[src/rtl/fpga_cfg_pkg.sv]
// Shared fixed-point format and counter widths for the inverse-CDF datapath.
// The largest positive code is derived here so every block clamps to the same limit.
package fpga_cfg_pkg;

    localparam int FP_WIDTH = 32;
    localparam int FP_QINT  = 15;
    localparam int FP_QFRAC = 16;

    localparam int SAMPLE_CNT_W = 32;
    localparam int SAT_CNT_W    = 16;

    // Largest positive two's-complement value for a word of width w, i.e. 2^(w-1)-1.
    function automatic logic [63:0] maxpos(input int w);
        return (64'd1 << (w - 1)) - 64'd1;
    endfunction

endpackage

[src/rtl/pipe_stage_reg.sv]
// One valid/ready register slice. It accepts new data while empty or while its
// contents are leaving in the same cycle, so a chain of slices sustains one beat per cycle.
module pipe_stage_reg #(
    parameter int W = 8
) (
    input  logic         clk_i,
    input  logic         rst_i,
    input  logic         valid_i,
    output logic         ready_o,
    input  logic [W-1:0] data_i,
    output logic         valid_o,
    input  logic         ready_i,
    output logic [W-1:0] data_o
);

    logic         valid_q, valid_d;
    logic [W-1:0] data_q, data_d;
    logic         load;

    assign ready_o = !valid_q || ready_i;
    assign load    = valid_i && ready_o;

    always_comb begin
        valid_d = valid_q;
        data_d  = data_q;
        if (load) begin
            valid_d = 1'b1;
            data_d  = data_i;
        end else if (ready_i) begin
            valid_d = 1'b0;
        end
    end

    always_ff @(posedge clk_i or posedge rst_i) begin
        if (rst_i) begin
            valid_q <= 1'b0;
            data_q  <= '0;
        end else begin
            valid_q <= valid_d;
            data_q  <= data_d;
        end
    end

    assign valid_o = valid_q;
    assign data_o  = data_q;

endmodule

[src/rtl/inverse_cdf_sign_restore.sv]
// Restores the sign of a z-score computed on the folded half of the CDF.
// S1 clamps the magnitude to the symmetric range; S2 applies the sign. Both stages stall via ready.
module inverse_cdf_sign_restore
    import fpga_cfg_pkg::*;
#(
    parameter int WIDTH = FP_WIDTH,
    parameter int QINT  = FP_QINT,
    parameter int QFRAC = FP_QFRAC
) (
    input  logic                    clk,
    input  logic                    rst,
    input  logic                    valid_in,
    output logic                    ready_out,
    input  logic [WIDTH-1:0]        z_mag,
    input  logic                    negate,
    output logic                    valid_out,
    input  logic                    ready_in,
    output logic [WIDTH-1:0]        z,
    output logic                    sat,
    output logic [SAMPLE_CNT_W-1:0] sample_cnt,
    output logic [SAT_CNT_W-1:0]    sat_cnt
);

    localparam logic [WIDTH-1:0] MAXPOS = WIDTH'(maxpos(WIDTH));

    if (QINT + QFRAC + 1 != WIDTH) begin : g_fmt_err
        $error("inverse_cdf_sign_restore: QINT + QFRAC + sign bit must equal WIDTH");
    end

    logic [WIDTH-1:0] clamp_mag;
    logic             clamp_sat;
    logic [WIDTH+1:0] s1_data;
    logic             s1_valid, s2_ready;
    logic [WIDTH-1:0] s1_mag, signed_val;
    logic             s1_neg, s1_sat;
    logic [WIDTH:0]   s2_data;

    always_comb begin
        clamp_sat = (z_mag > MAXPOS);
        clamp_mag = clamp_sat ? MAXPOS : z_mag;
    end

    pipe_stage_reg #(.W(WIDTH + 2)) u_s1 (
        .clk_i   (clk),
        .rst_i   (rst),
        .valid_i (valid_in),
        .ready_o (ready_out),
        .data_i  ({clamp_sat, negate, clamp_mag}),
        .valid_o (s1_valid),
        .ready_i (s2_ready),
        .data_o  (s1_data)
    );

    assign {s1_sat, s1_neg, s1_mag} = s1_data;
    // Magnitude never exceeds MAXPOS, so negation cannot produce the most-negative code.
    assign signed_val = s1_neg ? (WIDTH'(0) - s1_mag) : s1_mag;

    pipe_stage_reg #(.W(WIDTH + 1)) u_s2 (
        .clk_i   (clk),
        .rst_i   (rst),
        .valid_i (s1_valid),
        .ready_o (s2_ready),
        .data_i  ({s1_sat, signed_val}),
        .valid_o (valid_out),
        .ready_i (ready_in),
        .data_o  (s2_data)
    );

    assign z   = s2_data[WIDTH-1:0];
    assign sat = s2_data[WIDTH];

    logic                    xfer;
    logic [SAMPLE_CNT_W-1:0] sample_cnt_q, sample_cnt_d;
    logic [SAT_CNT_W-1:0]    sat_cnt_q, sat_cnt_d;

    assign xfer = valid_out && ready_in;

    always_comb begin
        sample_cnt_d = sample_cnt_q;
        sat_cnt_d    = sat_cnt_q;
        if (xfer) begin
            sample_cnt_d = sample_cnt_q + SAMPLE_CNT_W'(1);
            if (sat && (sat_cnt_q != '1)) begin
                sat_cnt_d = sat_cnt_q + SAT_CNT_W'(1);
            end
        end
    end

    always_ff @(posedge clk or posedge rst) begin
        if (rst) begin
            sample_cnt_q <= '0;
            sat_cnt_q    <= '0;
        end else begin
            sample_cnt_q <= sample_cnt_d;
            sat_cnt_q    <= sat_cnt_d;
        end
    end

    assign sample_cnt = sample_cnt_q;
    assign sat_cnt    = sat_cnt_q;

endmodule

[config.mk]
export PLATFORM = sky130hd
export DESIGN_NAME = inverse_cdf_sign_restore
export DESIGN_NICKNAME = d
export VERILOG_FILES = /design/src/rtl/fpga_cfg_pkg.sv /design/src/rtl/pipe_stage_reg.sv /design/src/rtl/inverse_cdf_sign_restore.sv
export SDC_FILE = /design/constraint.sdc
export NUM_CORES = 1
export LEC_CHECK = 0
export CORE_MARGIN = 5
export CORE_UTILIZATION = 55
export CTS_CLUSTER_SIZE = 8
export DETAILED_ROUTE_END_ITERATION = 6
export PLACE_DENSITY_LB_ADDON = 0.12
export RECOVER_POWER = 100
export SYNTH_ARGS = -nofsm -noshare
export SYNTH_HDL_FRONTEND = slang
export SYNTH_SLANG_ARGS = --single-unit
[constraint.sdc]
create_clock -name clk -period 8.9 [get_ports clk]
set_input_delay 1.335 -clock clk [delete_from_list [all_inputs] [get_ports clk]]
set_output_delay 1.335 -clock clk [all_outputs]
set_load 0.01 [all_outputs]
Word-level counts from Yosys, hierarchy flattened
Index checks and enable logic that the tools add are counted.

Flip-flop bits (word level): 117. Input port bits: 37. Output and inout bits: 83. Logic and storage cells: 28.

Add/sub/neg operators: 3. Order comparisons: 1. Eq/ne operators: 1. Mux-type cells: 6. Reduce and logical (&&, ||, !) cells: 11.

Operator list (number): $mux W32 (2); $add A32 B1 Y32 const B (1); $gt A32 B31 Y1 const B (1); $sub A1 B32 Y32 const A (1); $add A16 B1 Y16 const B (1); $ne A16 B16 Y1 const B (1); $logic_and A1 B1 Y1 (4); $mux W1 (4); $reduce_bool A2 Y1 (2); $logic_not A1 Y1 (2); $logic_or A1 B1 Y1 (2); $reduce_and A2 Y1 (1).

Longest topological paths before layout
Word-level depth: 5. Depth in mapped cells: 7. Gate-level depth less buffers: 7.

Cells and area by module
A second synthesis with hierarchy kept.

Cells, all modules: 496. Area, all modules: 6113.4 µm².

Modules (own cells, without submodules): inverse_cdf_sign_restore (instances 1, cells an instance 346, area an instance 3214.3 µm², seq. area each 1201.2 µm²); pipe_stage_reg (u_s1) (instances 1, cells an instance 76, area an instance 1467.7 µm², seq. area each 875.8 µm²); pipe_stage_reg (u_s2) (instances 1, cells an instance 74, area an instance 1431.4 µm², seq. area each 850.8 µm²).

Worst setup path before layout
OpenSTA, ideal clock, no wires.

Path type: input to output. From: input ready_in. To: output ready_out. Arrival time: 1.549 ns. Required time: 7.565 ns. Path slack: 6.016 ns. Stages: 1. Path buffers: 0. Cells stage by stage: nand3b_1.

Longest elaborated chain between the ends: 2.

RTL lines: start: declaration (RTL line inverse_cdf_sign_restore.sv:17) `input logic ready_in,`; $logic_or A1 B1 Y1 (2 in series) (RTL line pipe_stage_reg.sv:20) `assign ready_o = !valid_q || ready_i;`; end: declaration (RTL line inverse_cdf_sign_restore.sv:13) `output logic ready_out,`.

No other way between the ends.

Final worst setup path
Ends and elaborated chain as after synthesis.

==> qor.csv <==
stage;metric;value;unit
placement;hpwl dp;8.68;mm
synthesis;Cell Area, Synth;0.00546;mm^2
timing;Max transition margin;-20.8;%
synthesis;top cell type's share of synthesized area;53.7;%
setup_path;worst path required time;7570;ps
synthesis;sequential fraction of the synthesis area;53.7;%
pwr;total power;1760;uW
die;core area;0.00973;mm^2
timing;max frequency;0.243;GHz
worst_hold_path;Min-Delay Path Class;reg -> reg;
synthesis;adder-cell share of the synthesized area;0.688;%
synthesis;Yosys top cell by area;dfrtp_1;
grt;met3 GRT Util;6.05;%
grt;M2 GR Usage;36.7;%
setup_path;Worst setup SP type;input port;
grt;largest net degree at the start of global routing;84;
drt;via count;4354;
grt;GRT Total Usage;22.0;%
synthesis;syn_nets;582;
synthesis;compound-gate portion of the synthesized area;11.1;%
synthesis;YS warnings;0;
synthesis;syn_area_per_cell;10.1;um^2
clock_network;hold_buf cts;0;
synthesis;Mapped Cells;542;
synthesis;Netlist cell types;38;
drt;1st-iter DRT viols;179;
placement;RD Place Congestion;0.852;
timing;fin crit share;46.3;%
grt;vias in the first global route;4279;
status;status;finished, violations left;
timing;RSZ-0062 raised after global routing;no;
clock_network;Num CTS Buffers;17;
drt;# DRC;0;
synthesis;FF+latch count, synth;117;
synthesis;simple-gate share of the synthesized area;19.3;%
pwr;PD cells;239;mW/mm^2
layout;area of the multi-input gates;0.00242;mm^2
synthesis;XOR/XNOR share of the synthesized area;11.9;%
die;Die Y;110;um
synthesis;number of synthesized flops with an enable pin;0;
timing;setup_tns;0;ps
timing;Worst-Margin Slew;1810;ps
clock_network;Clock Sinks;117;
die;Initial Util;56.1;%
setup_path;CP Capture Type;output pin;
grt;most used routing layer;met2;
drt;Routed wire per std cell;15.6;um
timing;final count of hold timing violations;0;
setup_path;WP data arrival;2790;ps
clock_network;CTS tree;done;
synthesis;dominant cells by area after synthesis;dfrtp_1 54%, xor2_1 6.7%, nand2_1 6.2%;
pwr;Pleak;0.00329;uW
setup_path;Crit Path Category;in -> out;
layout;register area;0.00293;mm^2
die;Die Width;110;um
grt;Congestion Overflow GR;0;
placement;# port buffers;119;
layout;share of layout cells above drive strength 1;7.75;%
die;die area;0.0120;mm^2
synthesis;Synth Flop Type;dfrtp_1;
timing;Finish-stage setup viols;0;
clock_network;Post-CTS Setup Repair Bufs;0;
synthesis;largest family of logic cells by synthesized area;simple AND/OR/NAND/NOR gates;
pwr;VDD IR max;178;uV
flow_run;max_cap viols;3;
drt;final WL;12.5;mm
timing;Final Max Tran Viols;132;
drt;DR vias/cell;5.42;
setup_path;worst-path fanout max;6;
die;IO Count;120;
synthesis;post-synthesis mux area share;1.42;%
clock_network;H-tree levels;4;
layout;# fillers;711;
grt;met1 Use GR;28.0;%
timing;post-route minimum period;4120;ps
status;failing checks;capacitance limit, slew limit;
layout;synth-to-layout area growth;34.9;%
grt;first-pass GRT wire length;20.4;mm
layout;ANT cells;0;
synthesis;fraction of registers with async set/reset;100;%
die;FP Rows;36;
drt;drt pass-1 iters;6;
layout;final layout net count;698;
clock_network;Post-CTS Resized;0;
clock_network;Max Root-Sink Buffers;2;
grt;initial antenna violation count;0;
timing;post-route clock skew;13.9;ps
drt;Antenna Violating Nets Remaining;0;
clock_network;Worst-Skew Late Latency;520;ps
clock_network;CTS clk-pin slew, worst paths;50;ps
clock_network;Root Buffer;clkbuf_8;
sequential cells by signal (all words and copies together), names as in the netlist:
register,flops
u_s1.data_o,34
u_s2.data_o,33
sample_cnt,32
sat_cnt,16
u_s1.valid_o,1
u_s2.valid_o,1
critical path: stages:
cell	delay, ps
dlygate4sd3_1	600
nand3b_1	220
dlygate4sd3_1	630
stage by stage:
stage          hold WS, ps  setup slack, ps  cell area, um^2  instances  utilization, %
3_3_place_gp           465             4960             6740        772            69.3
2_1_floorplan          457             4460             5460        542               -
6_report               463             4780             7360        804            75.6
5_1_grt                497             4720             7360        804            75.6
4_1_cts                474             4940             7360        804            75.7
3_5_place_dp           467             4950             6740        772            69.3
synth_stat cells (5+ instances only):
cell and n:
xnor2_1 32, o21ai_0 52, dfrtp_1 117, nand4_1 14
and4_1 5, nand3_1 17, o21ai_1 16, o31ai_1 10
xor2_1 42, clkbuf_1 17, o41ai_2 6, or3_1 5
mux2_2 6, nor3_1 10, nor4_1 7, nand2_1 90
nor2_1 43, nand2b_1 5
final cells by class:
cell class,instances,area share (%)
Inverter,4,0.221
Clock buffer,22,6.56
Sequential cell,117,39.8
Tap cell,133,2.26
Timing Repair Buffer,120,16.3
Multi-Input combinational cell,398,32.9
Clock inverter,10,1.94
cells in the final DEF (no fill, tap or decap), types with 6 or more instances in the layout:
cell,count
nand4_1,14
o21ai_0,66
nor4_1,7
xor2_1,42
dfrtp_1,117
clkdlybuf4s50_1,34
clkbuf_16,16
nor3_1,10
clkbuf_8,6
nor2_1,43
xnor2_1,32
nand2_1,90
dlygate4sd3_1,85
mux2_2,6
o41ai_2,6
nand3_1,17
o31ai_1,10
layer usage:
layer,up-vias,part of all wire (%),routed length [um]
li1,2130,-,-
met5,-,0,0
met3,6,5.4,679
met1,2102,43,5410
met2,116,50,6310
met4,0,0.79,99
report_power, final:
part	switching, uW	internal, uW
sequential	91.1	623
combinational	164	184
clock	236	464
total	491	1270
final timing paths:
check,start,to,slack (ps),depth (start not counted)
setup / recovery,ready_in,ready_out,4780,3
hold / removal,sample_cnt[31],sample_cnt[31],460,1
setup reg to reg,u_s1.data_o[6],u_s2.data_o[27],6360,5
hold reg to reg,sample_cnt[31],sample_cnt[31],460,1
max in group asynchronous,rst,u_s2.data_o[0],5640,3
min in group asynchronous,rst,sample_cnt[13],1620,2
cells by family after synthesis:
group                      after synthesis
AOI/OAI and AO/OA                       94
xor gates and xnor gates                74
adders and majority gates                3
buffers and inverters                   27
DFF                                    117
muxes                                    7
and+or+nand+nor                        220
Note: power is estimated with default switching activity, not from simulation.
